<file path="src/rtl/bp_me_pkg.sv">
// Shared BedRock message definitions and stream-decode helpers for the memory-engine pumps.
package bp_me_pkg;

    typedef enum logic [3:0] {
        e_bedrock_mem_rd    = 4'd0,
        e_bedrock_mem_wr    = 4'd1,
        e_bedrock_mem_uc_rd = 4'd2,
        e_bedrock_mem_uc_wr = 4'd3,
        e_bedrock_mem_pre   = 4'd4,
        e_bedrock_mem_amo   = 4'd5
    } bp_bedrock_msg_type_e;

    typedef enum logic [2:0] {
        e_bedrock_msg_size_1   = 3'd0,
        e_bedrock_msg_size_2   = 3'd1,
        e_bedrock_msg_size_4   = 3'd2,
        e_bedrock_msg_size_8   = 3'd3,
        e_bedrock_msg_size_16  = 3'd4,
        e_bedrock_msg_size_32  = 3'd5,
        e_bedrock_msg_size_64  = 3'd6,
        e_bedrock_msg_size_128 = 3'd7
    } bp_bedrock_msg_size_e;

    localparam int bedrock_msg_type_width = 4;
    localparam int bedrock_subop_width    = 4;
    localparam int bedrock_size_width     = 3;
    localparam int bedrock_mask_width     = 1 << bedrock_msg_type_width;

    // Header layout, LSB first: msg_type, subop, addr, size, payload.
    function automatic int bedrock_header_width(input int paddr_width, input int payload_width);
        return payload_width + bedrock_size_width + paddr_width
             + bedrock_subop_width + bedrock_msg_type_width;
    endfunction

    // Stream masks are built by OR-ing one bit per message type.
    function automatic logic [bedrock_mask_width-1:0] bedrock_mask(input bp_bedrock_msg_type_e msg_type);
        return bedrock_mask_width'(1) << msg_type;
    endfunction

    function automatic int safe_clog2(input int x);
        return (x <= 1) ? 1 : $clog2(x);
    endfunction

    // Number of stream beats minus one for a message of 2^size bytes.
    function automatic int unsigned stream_size(input logic [2:0] size, input int unsigned stream_bytes);
        int unsigned beats;
        beats = (32'd1 << size) / stream_bytes;
        return (beats > 1) ? beats - 1 : 0;
    endfunction

endpackage

</file>
<file path="src/rtl/bp_me_stream_wrap_counter.sv">
// Beat counter producing a block-wrapped word index plus first/last flags for one message.
module bp_me_stream_wrap_counter
    import bp_me_pkg::*;
#(
    parameter int cnt_w = 3
) (
    input  logic             clk_i,
    input  logic             reset_n_i,
    input  logic             en_i,
    input  logic [cnt_w-1:0] size_i,
    input  logic [cnt_w-1:0] first_cnt_i,
    output logic [cnt_w-1:0] wrap_o,
    output logic             first_o,
    output logic             last_o
);

    logic             busy_r;
    logic [cnt_w-1:0] cnt_r;
    logic [cnt_w-1:0] sum;

    // Bits above the message size keep the critical word's position; bits inside it wrap.
    assign sum     = first_cnt_i + cnt_r;
    assign wrap_o  = (first_cnt_i & ~size_i) | (sum & size_i);
    assign last_o  = (cnt_r == size_i);
    assign first_o = ~busy_r;

    always_ff @(posedge clk_i or negedge reset_n_i) begin
        if (!reset_n_i) begin
            busy_r <= 1'b0;
            cnt_r  <= '0;
        end else if (en_i) begin
            if (last_o) begin
                busy_r <= 1'b0;
                cnt_r  <= '0;
            end else begin
                busy_r <= 1'b1;
                cnt_r  <= cnt_r + cnt_w'(1);
            end
        end
    end

endmodule

</file>
<file path="src/rtl/bp_me_stream_pump_in.sv">
// Receive-side stream pump: turns incoming BedRock stream beats into per-beat FSM transactions.
module bp_me_stream_pump_in
    import bp_me_pkg::*;
#(
    parameter int paddr_width_p       = 40,
    parameter int stream_data_width_p = 64,
    parameter int block_width_p       = 512,
    parameter int payload_width_p     = 16,
    parameter logic [bedrock_mask_width-1:0] msg_stream_mask_p = '0,
    parameter logic [bedrock_mask_width-1:0] fsm_stream_mask_p = msg_stream_mask_p,
    localparam int header_width = bedrock_header_width(paddr_width_p, payload_width_p),
    localparam int stream_bytes = stream_data_width_p / 8,
    localparam int stream_words = block_width_p / stream_data_width_p,
    localparam int cnt_w        = safe_clog2(stream_words),
    localparam int offset_w     = safe_clog2(stream_bytes)
) (
    input  logic                           clk_i,
    input  logic                           reset_n_i,
    input  logic [header_width-1:0]        msg_header_i,
    input  logic [stream_data_width_p-1:0] msg_data_i,
    input  logic                           msg_v_i,
    input  logic                           msg_last_i,
    output logic                           msg_ready_and_o,
    output logic [header_width-1:0]        fsm_header_o,
    output logic [paddr_width_p-1:0]       fsm_addr_o,
    output logic [stream_data_width_p-1:0] fsm_data_o,
    output logic                           fsm_v_o,
    input  logic                           fsm_ready_and_i,
    output logic [cnt_w-1:0]               fsm_cnt_o,
    output logic                           fsm_new_o,
    output logic                           fsm_last_o
);

    localparam int addr_lsb     = bedrock_msg_type_width + bedrock_subop_width;
    localparam int size_lsb     = addr_lsb + paddr_width_p;
    localparam int block_offset = offset_w + cnt_w;

    if ((block_width_p % stream_data_width_p != 0) || (block_width_p < stream_data_width_p)) begin : g_bad_params
        $error("block_width_p must be a non-zero multiple of stream_data_width_p");
    end

    logic [header_width-1:0]        hdr_r;
    logic [header_width-1:0]        hdr;
    logic [3:0]                     hdr_type;
    logic [paddr_width_p-1:0]       hdr_addr;
    logic [2:0]                     hdr_size;
    logic [cnt_w-1:0]               stream_size_w;
    logic [cnt_w-1:0]               size;
    logic [cnt_w-1:0]               first_cnt;
    logic [cnt_w-1:0]               wrap;
    logic [paddr_width_p-1:0]       stream_addr;
    logic nz, fsm_stream, msg_stream, one_to_n, n_to_one;
    logic first, last, en;
    logic fsm_v_int, msg_ready_int, exp_msg_last;

    // The live header is used on the first beat so there is no bubble between messages.
    assign hdr      = first ? msg_header_i : hdr_r;
    assign hdr_type = hdr[0 +: bedrock_msg_type_width];
    assign hdr_addr = hdr[addr_lsb +: paddr_width_p];
    assign hdr_size = hdr[size_lsb +: bedrock_size_width];

    assign stream_size_w = cnt_w'(stream_size(hdr_size, stream_bytes));
    assign nz            = (stream_size_w != '0);
    assign fsm_stream    = fsm_stream_mask_p[hdr_type] & nz;
    assign msg_stream    = msg_stream_mask_p[hdr_type] & nz;
    assign one_to_n      = fsm_stream & ~msg_stream;
    assign n_to_one      = msg_stream & ~fsm_stream;
    assign size          = (fsm_stream | msg_stream) ? stream_size_w : '0;
    assign first_cnt     = hdr_addr[offset_w +: cnt_w];

    always_comb begin
        fsm_v_int     = msg_v_i;
        msg_ready_int = fsm_ready_and_i;
        en            = msg_v_i & fsm_ready_and_i;
        if (one_to_n) begin
            msg_ready_int = fsm_ready_and_i & last;
            en            = fsm_v_int & fsm_ready_and_i;
        end else if (n_to_one) begin
            // Non-final msg beats are consumed without an FSM transaction.
            fsm_v_int     = msg_v_i & last;
            msg_ready_int = ~last | fsm_ready_and_i;
            en            = msg_v_i & msg_ready_int;
        end
    end

    bp_me_stream_wrap_counter #(
        .cnt_w(cnt_w)
    ) counter (
        .clk_i      (clk_i),
        .reset_n_i  (reset_n_i),
        .en_i       (en),
        .size_i     (size),
        .first_cnt_i(first_cnt),
        .wrap_o     (wrap),
        .first_o    (first),
        .last_o     (last)
    );

    always_ff @(posedge clk_i or negedge reset_n_i) begin
        if (!reset_n_i) begin
            hdr_r <= '0;
        end else if (en && first) begin
            hdr_r <= msg_header_i;
        end
    end

    if (stream_words > 1) begin : g_wrap_addr
        assign stream_addr = {hdr_addr[paddr_width_p-1:block_offset], wrap, hdr_addr[offset_w-1:0]};
    end else begin : g_flat_addr
        assign stream_addr = hdr_addr;
    end

    assign msg_ready_and_o = msg_ready_int & reset_n_i;
    assign fsm_v_o         = fsm_v_int & reset_n_i;
    assign fsm_header_o    = hdr;
    assign fsm_addr_o      = n_to_one ? hdr_addr : stream_addr;
    assign fsm_data_o      = msg_data_i;
    assign fsm_cnt_o       = wrap;
    assign fsm_new_o       = first;
    assign fsm_last_o      = last;

    assign exp_msg_last = msg_stream ? last : 1'b1;

    assert property (@(posedge clk_i) disable iff (!reset_n_i)
        (msg_v_i && msg_ready_int && !one_to_n) |-> (msg_last_i == exp_msg_last));

endmodule
</file>
<file path="config.mk">
export PLATFORM = sky130hd
export DESIGN_NAME = bp_me_stream_pump_in
export DESIGN_NICKNAME = d
export VERILOG_FILES = /design/src/rtl/bp_me_pkg.sv /design/src/rtl/bp_me_stream_wrap_counter.sv /design/src/rtl/bp_me_stream_pump_in.sv
export SDC_FILE = /design/constraint.sdc
export NUM_CORES = 1
export LEC_CHECK = 0
export CORE_AREA = 2 2 121 123
export DETAILED_ROUTE_END_ITERATION = 10
export DIE_AREA = 0 0 123 125
export PLACE_DENSITY_LB_ADDON = 0.12
export SYNTH_ARGS = -nofsm -noshare
export SYNTH_HDL_FRONTEND = slang
export SYNTH_SLANG_ARGS = --single-unit
export TNS_END_PERCENT = 10
</file>
<file path="constraint.sdc">
create_clock -name clk_i -period 1.76 [get_ports clk_i]
set_input_delay 0.264 -clock clk_i [delete_from_list [all_inputs] [get_ports clk_i]]
set_output_delay 0.264 -clock clk_i [all_outputs]
set_load 0.02 [all_outputs]
</file>
==> flow_summary_export.csv, run 1 <==
group,metric,value,unit
clock_tree,cts_buffers,9,
setup_path,r2r_start,"counter.busy_r",
run_status,failed_checks,"negative setup slack",
sta,min_period,1880,ps
setup_path,worst_r2r_path_depth,5,
sta,relSlewSlack,35.6,%
sta,finalSetupViolCount,87,
yosys,netlist_instances,344,
yosys,synthArstFlopShare,100,%
sta,max_freq,532,MHz
clock_tree,clk_pin_slew,50,ps
setup_path,critPathKind,"reg2out",
floorplan,rows,44,
sta,worst_slack,-121,ps
clock_tree,htree_num_levels,3,
setup_path,rrSetupSlack,320,ps
global_route,antenna_found_initial,0,
global_route,grt.total_usage,13.7,%
setup_path,reg2reg_to,"hdr_r[27]",
power_and_ir_drop,power_density,1850,nW/µm²
min_path,hold_path.class,"in2async",
sta,holdWs,186,ps
detailed_routing,vias,2768,
setup_path,worstSetupEndpoint,"fsm_addr_o[7]",
yosys,synth_edf_count,0,
global_route,grt_pass1_vias,3064,
setup_path,end_kind,"primary output",
sta,final_hold_viol_count,0,
detailed_routing,drc_errors,0,
detailed_routing,drt-wirelength-per-cell,16.6,µm
clock_tree,clk_latency,330,ps
clock_tree,cts_sinks,71,
floorplan,initial_utilization,31.2,%
setup_path,setup.worst_path.start_class,"flop",
yosys,synth_area,4430,µm²
setup_path,path_max_fanout,6,
global_route,grt_first_pass_wirelength,16.1,mm
sta,finClkSkew,3.80,ps
final_layout,stdcell_area,5740,µm²
global_route,grt_max_degree,72,
yosys,yosysWarnings,0,
place,dp_hpwl,7.32,mm
yosys,ys_types,17,
power_and_ir_drop,leakagePower,2.70,nW
place,placedInstanceArea,5800,µm²
run_status,status,"finished with violations",
yosys,synth-seq-area-share,40.1,%
detailed_routing,drtIter0Drc,55,
power_and_ir_drop,ir_worst_vdd,0.000780,V
detailed_routing,vias_per_cell,4.43,
place,dp.cells,608,
sta,rsz0062_at_grt,"yes",
final_layout,layout_common_cells,"mux2_2, buf_2, dfrtp_1",
detailed_routing,antenna_left,0,
place,io_buffers,184,
floorplan,boundaryPins,314,
setup_path,required,1500,ps
place,globalplace.congestion,0.670,
clock_tree,tritoncts,"built",
final_layout,fin_cells,625,
floorplan,die_h,125,µm
sta,worst_pin_slew,966,ps
clock_tree,clockBufferDepth,2,
power_and_ir_drop,p_total,0.0106,W
sta,post-route-period-util,107,%
yosys,ys_dominant_reg_cell,"dfrtp_1",
final_layout,final_core_util,40.4,%
detailed_routing,wirelength,10.4,mm
run,max_cap_violations,0,
setup_path,crit_path_start,"counter.busy_r",
floorplan,die-area,15400,µm²
final_layout,finalNetCount,577,
clock_tree,root_buffer,"clkbuf_16",
final_layout,num_antenna_cells,0,
yosys,ys_ff_latch,71,
sta,drv_slew,0,
final_layout,area_delta_synth_final,29.6,%
yosys,synth_area_per_cell,12.9,µm²
global_route,overflow,0,
final_layout,layout_commonest_cell,"mux2_2",
final_layout,drive_above_1_share,63.0,%
floorplan,dieWidth,123,µm
detailed_routing,dr.pass1.iters,4,
floorplan,core,14200,µm²
yosys,synth_fp_nets,482,
setup_path,cp.arrival,1620,ps
[worst max-delay path: stages, from the launching register on]
cell and delay (ps):
dfrtp_2 450, buf_12 150, buf_12 130, mux2_4 300, buf_6 120, buf_12 120
[worst min path at each step]
stage                     end  slack, ps  cells after the start
2_1_floorplan  counter.busy_r        -30                      0
5_1_grt             hdr_r[65]        280                      2
3_5_place_dp        hdr_r[16]        490                      1
4_1_cts              hdr_r[1]        230                      2
3_3_place_gp        hdr_r[12]        480                      1
6_report            hdr_r[62]        190                      2
[Yosys cell counts (2+ instances only)]
library cell / instances / area share [%]
and2_1: 2 / 0.28
buf_2: 9 / 1.0
buf_4: 108 / 18
buf_6: 5 / 1.3
dfrtp_1: 71 / 40
ha_1: 2 / 0.56
inv_1: 2 / 0.17
mux2_2: 106 / 27
mux2_4: 30 / 10
nor2_1: 2 / 0.17
[repair_timing]
item / in CTS / in global routing
hold buffers: 0 / 0
buffers inserted: 3 / 0
cloned: 1 / 1
setup endpoints to repair: 113 / 110
gates resized for setup: 402 / 58
[cells by family after synthesis]
group | Yosys count | synth area share, %
flip-flops | 71 | 40.1
buffers and inverters | 125 | 20.8
AND/OR/NAND/NOR | 8 | 1.02
AO/OA/AOI/OAI | 2 | 0.367
multiplexers | 136 | 37.1
adder cells (fa/ha/maj) | 2 | 0.565
[flip-flops by register name, summed over array words and instances (netlist names)]
register,cells
counter.cnt_r,3
counter.busy_r,1
hdr_r,67
[cell type report]
| cell class | instances | area [µm²] |
|---|---|---|
| sequential | 71 | 1780 |
| fill | 1391 | 8460 |
| timing repair buffer | 206 | 1680 |
| inverter | 3 | 11.3 |
| multi-input combinational | 148 | 1790 |
| clock inverter | 2 | 10.0 |
| clock buffer | 11 | 243 |
| tap | 184 | 230 |
[power breakdown]
group | switching [W] | total [W] | leakage [nW] | internal [W]
logic | 0.00306 | 0.00617 | 1.74 | 0.00311
clock network | 0.000650 | 0.00161 | 0.127 | 0.000963
registers | 0.000407 | 0.00287 | 0.832 | 0.00246
total | 0.00411 | 0.0106 | 2.70 | 0.00653
[routing by layer]
layer	GRT usage [%]	part of all wire, %	up-vias
li1	-	-	1256
met1	13.7	36	1360
met2	24.7	53	102
met3	3.74	6.8	50
met4	8.62	4.4	0
met5	0	0	-
[through the flow]
step	TNS, ps	setup WS, ps
floorplan	0	122
global placement	-6940	-95.3
detailed placement	-6540	-99.5
CTS	-8210	-170
global route	-11780	-185
finish	-4220	-121
(Power assumes the default switching activity.)
==> inputs of run 2 (changes only) <==
--- a/config.mk
+++ b/config.mk
@@ -5,9 +5,9 @@
 export SDC_FILE = /design/constraint.sdc
 export NUM_CORES = 1
 export LEC_CHECK = 0
-export CORE_AREA = 2 2 121 123
+export CORE_MARGIN = 2
+export CORE_UTILIZATION = 25
 export DETAILED_ROUTE_END_ITERATION = 10
-export DIE_AREA = 0 0 123 125
 export PLACE_DENSITY_LB_ADDON = 0.12
 export SYNTH_ARGS = -nofsm -noshare
 export SYNTH_HDL_FRONTEND = slang
==> flow_summary_export.csv, run 2 (synthesis results as in run 1) <==
group,metric,value,unit
run_status,status,"finished with violations",
run_status,failed_checks,"negative setup slack",
final_layout,num_antenna_cells,0,
sta,rsz0062_at_grt,"yes",
final_layout,finalNetCount,592,
min_path,hold_path.class,"in2async",
clock_tree,clk_pin_slew,60,ps
detailed_routing,drc_errors,0,
clock_tree,clockBufferDepth,2,
detailed_routing,vias,2844,
sta,relSlewSlack,35.4,%
final_layout,regMostFlops,"hdr_r",
power_and_ir_drop,power_density,1820,nW/µm²
sta,worst_slack,-162,ps
run,max_cap_violations,0,
sta,post-route-period-util,109,%
floorplan,rows,48,
place,io_buffers,184,
global_route,grt_max_degree,72,
global_route,grt_pass1_vias,2946,
sta,final_hold_viol_count,0,
global_route,antenna_found_initial,0,
place,placedInstanceArea,5890,µm²
detailed_routing,wirelength,10.5,mm
detailed_routing,vias_per_cell,4.16,
floorplan,core,17300,µm²
clock_tree,cts_sinks,71,
detailed_routing,drt-wirelength-per-cell,15.4,µm
detailed_routing,drtIter0Drc,34,
setup_path,required,1500,ps
detailed_routing,antenna_left,0,
setup_path,end_kind,"primary output",
final_layout,top_regs,"hdr_r x67, counter.cnt_r x3, counter.busy_r x1",
setup_path,setup.worst_path.start_class,"flop",
detailed_routing,dr.pass1.iters,4,
clock_tree,cts_buffers,9,
setup_path,path_max_fanout,11,
final_layout,largest_reg_flops,67,
sta,drv_slew,0,
power_and_ir_drop,leakagePower,2.88,nW
clock_tree,htree_num_levels,3,
setup_path,critPathKind,"reg2out",
sta,finalSetupViolCount,76,
clock_tree,cts_hold_buffers,0,
sta,worst_pin_slew,968,ps
final_layout,fillCellCount,1756,
place,dp_hpwl,6.87,mm
final_layout,area_delta_synth_final,35.4,%
floorplan,boundaryPins,314,
clock_tree,clk_latency,330,ps
final_layout,layout_commonest_cell,"mux2_2",
final_layout,drive_above_1_share,61.2,%
power_and_ir_drop,ir_worst_vdd,0.000717,V
sta,max_freq,520,MHz
global_route,grt.total_usage,11.2,%
floorplan,die_h,137,µm
clock_tree,tritoncts,"built",
final_layout,layout_common_cells,"mux2_2, buf_2, dfrtp_1",
global_route,grt_first_pass_wirelength,15.7,mm
global_route,overflow,0,
place,globalplace.congestion,0.668,
final_layout,stdcell_area,6000,µm²
setup_path,cp.arrival,1660,ps
floorplan,die-area,18800,µm²
final_layout,final_core_util,34.7,%
floorplan,dieWidth,137,µm
floorplan,initial_utilization,25.6,%
sta,min_period,1920,ps
clock_tree,root_buffer,"clkbuf_16",
sta,finClkSkew,5.05,ps
-- run 2: changes by cell type in the layout (fill, tap and decap cells not counted), moves of 2 or more --
cell / delta
buf_4: +20
clkinv_2: +2
dlygate4sd2_1: +4
buf_12: -5
mux2_2: -2
dlymetal6s2s_1: +10
mux2_4: +2
buf_2: -18
-- run 2: through the flow --
step                hold WS (ps)  worst slack, ps  setup TNS [ps]  total power [W]  std cells
CTS                          244             -407          -14400           0.0107        671
global route                 307             -240          -15630           0.0116        684
global placement             482            -90.0           -5600          0.00974        655
detailed placement           487             -108           -7220          0.00978        655
finish                       208             -162           -8340           0.0109        684
floorplan                  -31.6              122               0          0.00757        344
-- run 2: metal layers --
layer	wire length, µm	vias up	part of all wire [%]	GRT usage, %
met3	785	32	7.5	3.78
met1	4090	1392	39	12.2
met5	0	-	0	0
met2	5380	134	51	19.2
li1	-	1286	-	-
met4	259	0	2.5	5.67
-- run 2: worst max-delay path, stage by stage, from the launching register on --
cell and delay [ps]:
dfrtp_2 450, buf_8 180, mux2_2 360, dlygate4sd2_1 330
-- run 2: what timing repair did --
action,CTS,global route
hold endpoints to repair,0,0
gates resized for setup,339,83
endpoints found under the setup margin,114,112
buffers inserted,0,11
gates cloned,0,2
-- run 2: final timing paths --
| path | depth (start not counted) | slack [ps] | startpoint | endpoint |
|---|---|---|---|---|
| max in group asynchronous | 2 | 900 | reset_n_i | counter.busy_r |
| hold / removal | 2 | 210 | reset_n_i | hdr_r[62] |
| min in group clk_i | 1 | 500 | hdr_r[18] | hdr_r[18] |
| setup reg to reg | 6 | 80 | counter.busy_r | hdr_r[17] |
| hold reg to reg | 1 | 500 | hdr_r[18] | hdr_r[18] |
| setup / recovery | 3 | -160 | counter.busy_r | fsm_header_o[18] |
-- run 2: cell type report --
type | count | area, µm² | area share, %
sequential | 71 | 1780 | 29.6
inverter | 3 | 11.3 | 0.188
tap | 225 | 282 | 4.69
multi-input combinational | 148 | 1790 | 29.9
clock inverter | 4 | 20.0 | 0.334
timing repair buffer | 221 | 1860 | 31.0
clock buffer | 12 | 256 | 4.28
-- run 2: power by group --
| part | internal [W] | switching [W] | total [W] |
|---|---|---|---|
| combinational | 0.00324 | 0.00308 | 0.00632 |
| clock | 0.00102 | 0.000692 | 0.00171 |
| sequential | 0.00246 | 0.000417 | 0.00288 |
| total | 0.00672 | 0.00419 | 0.0109 |
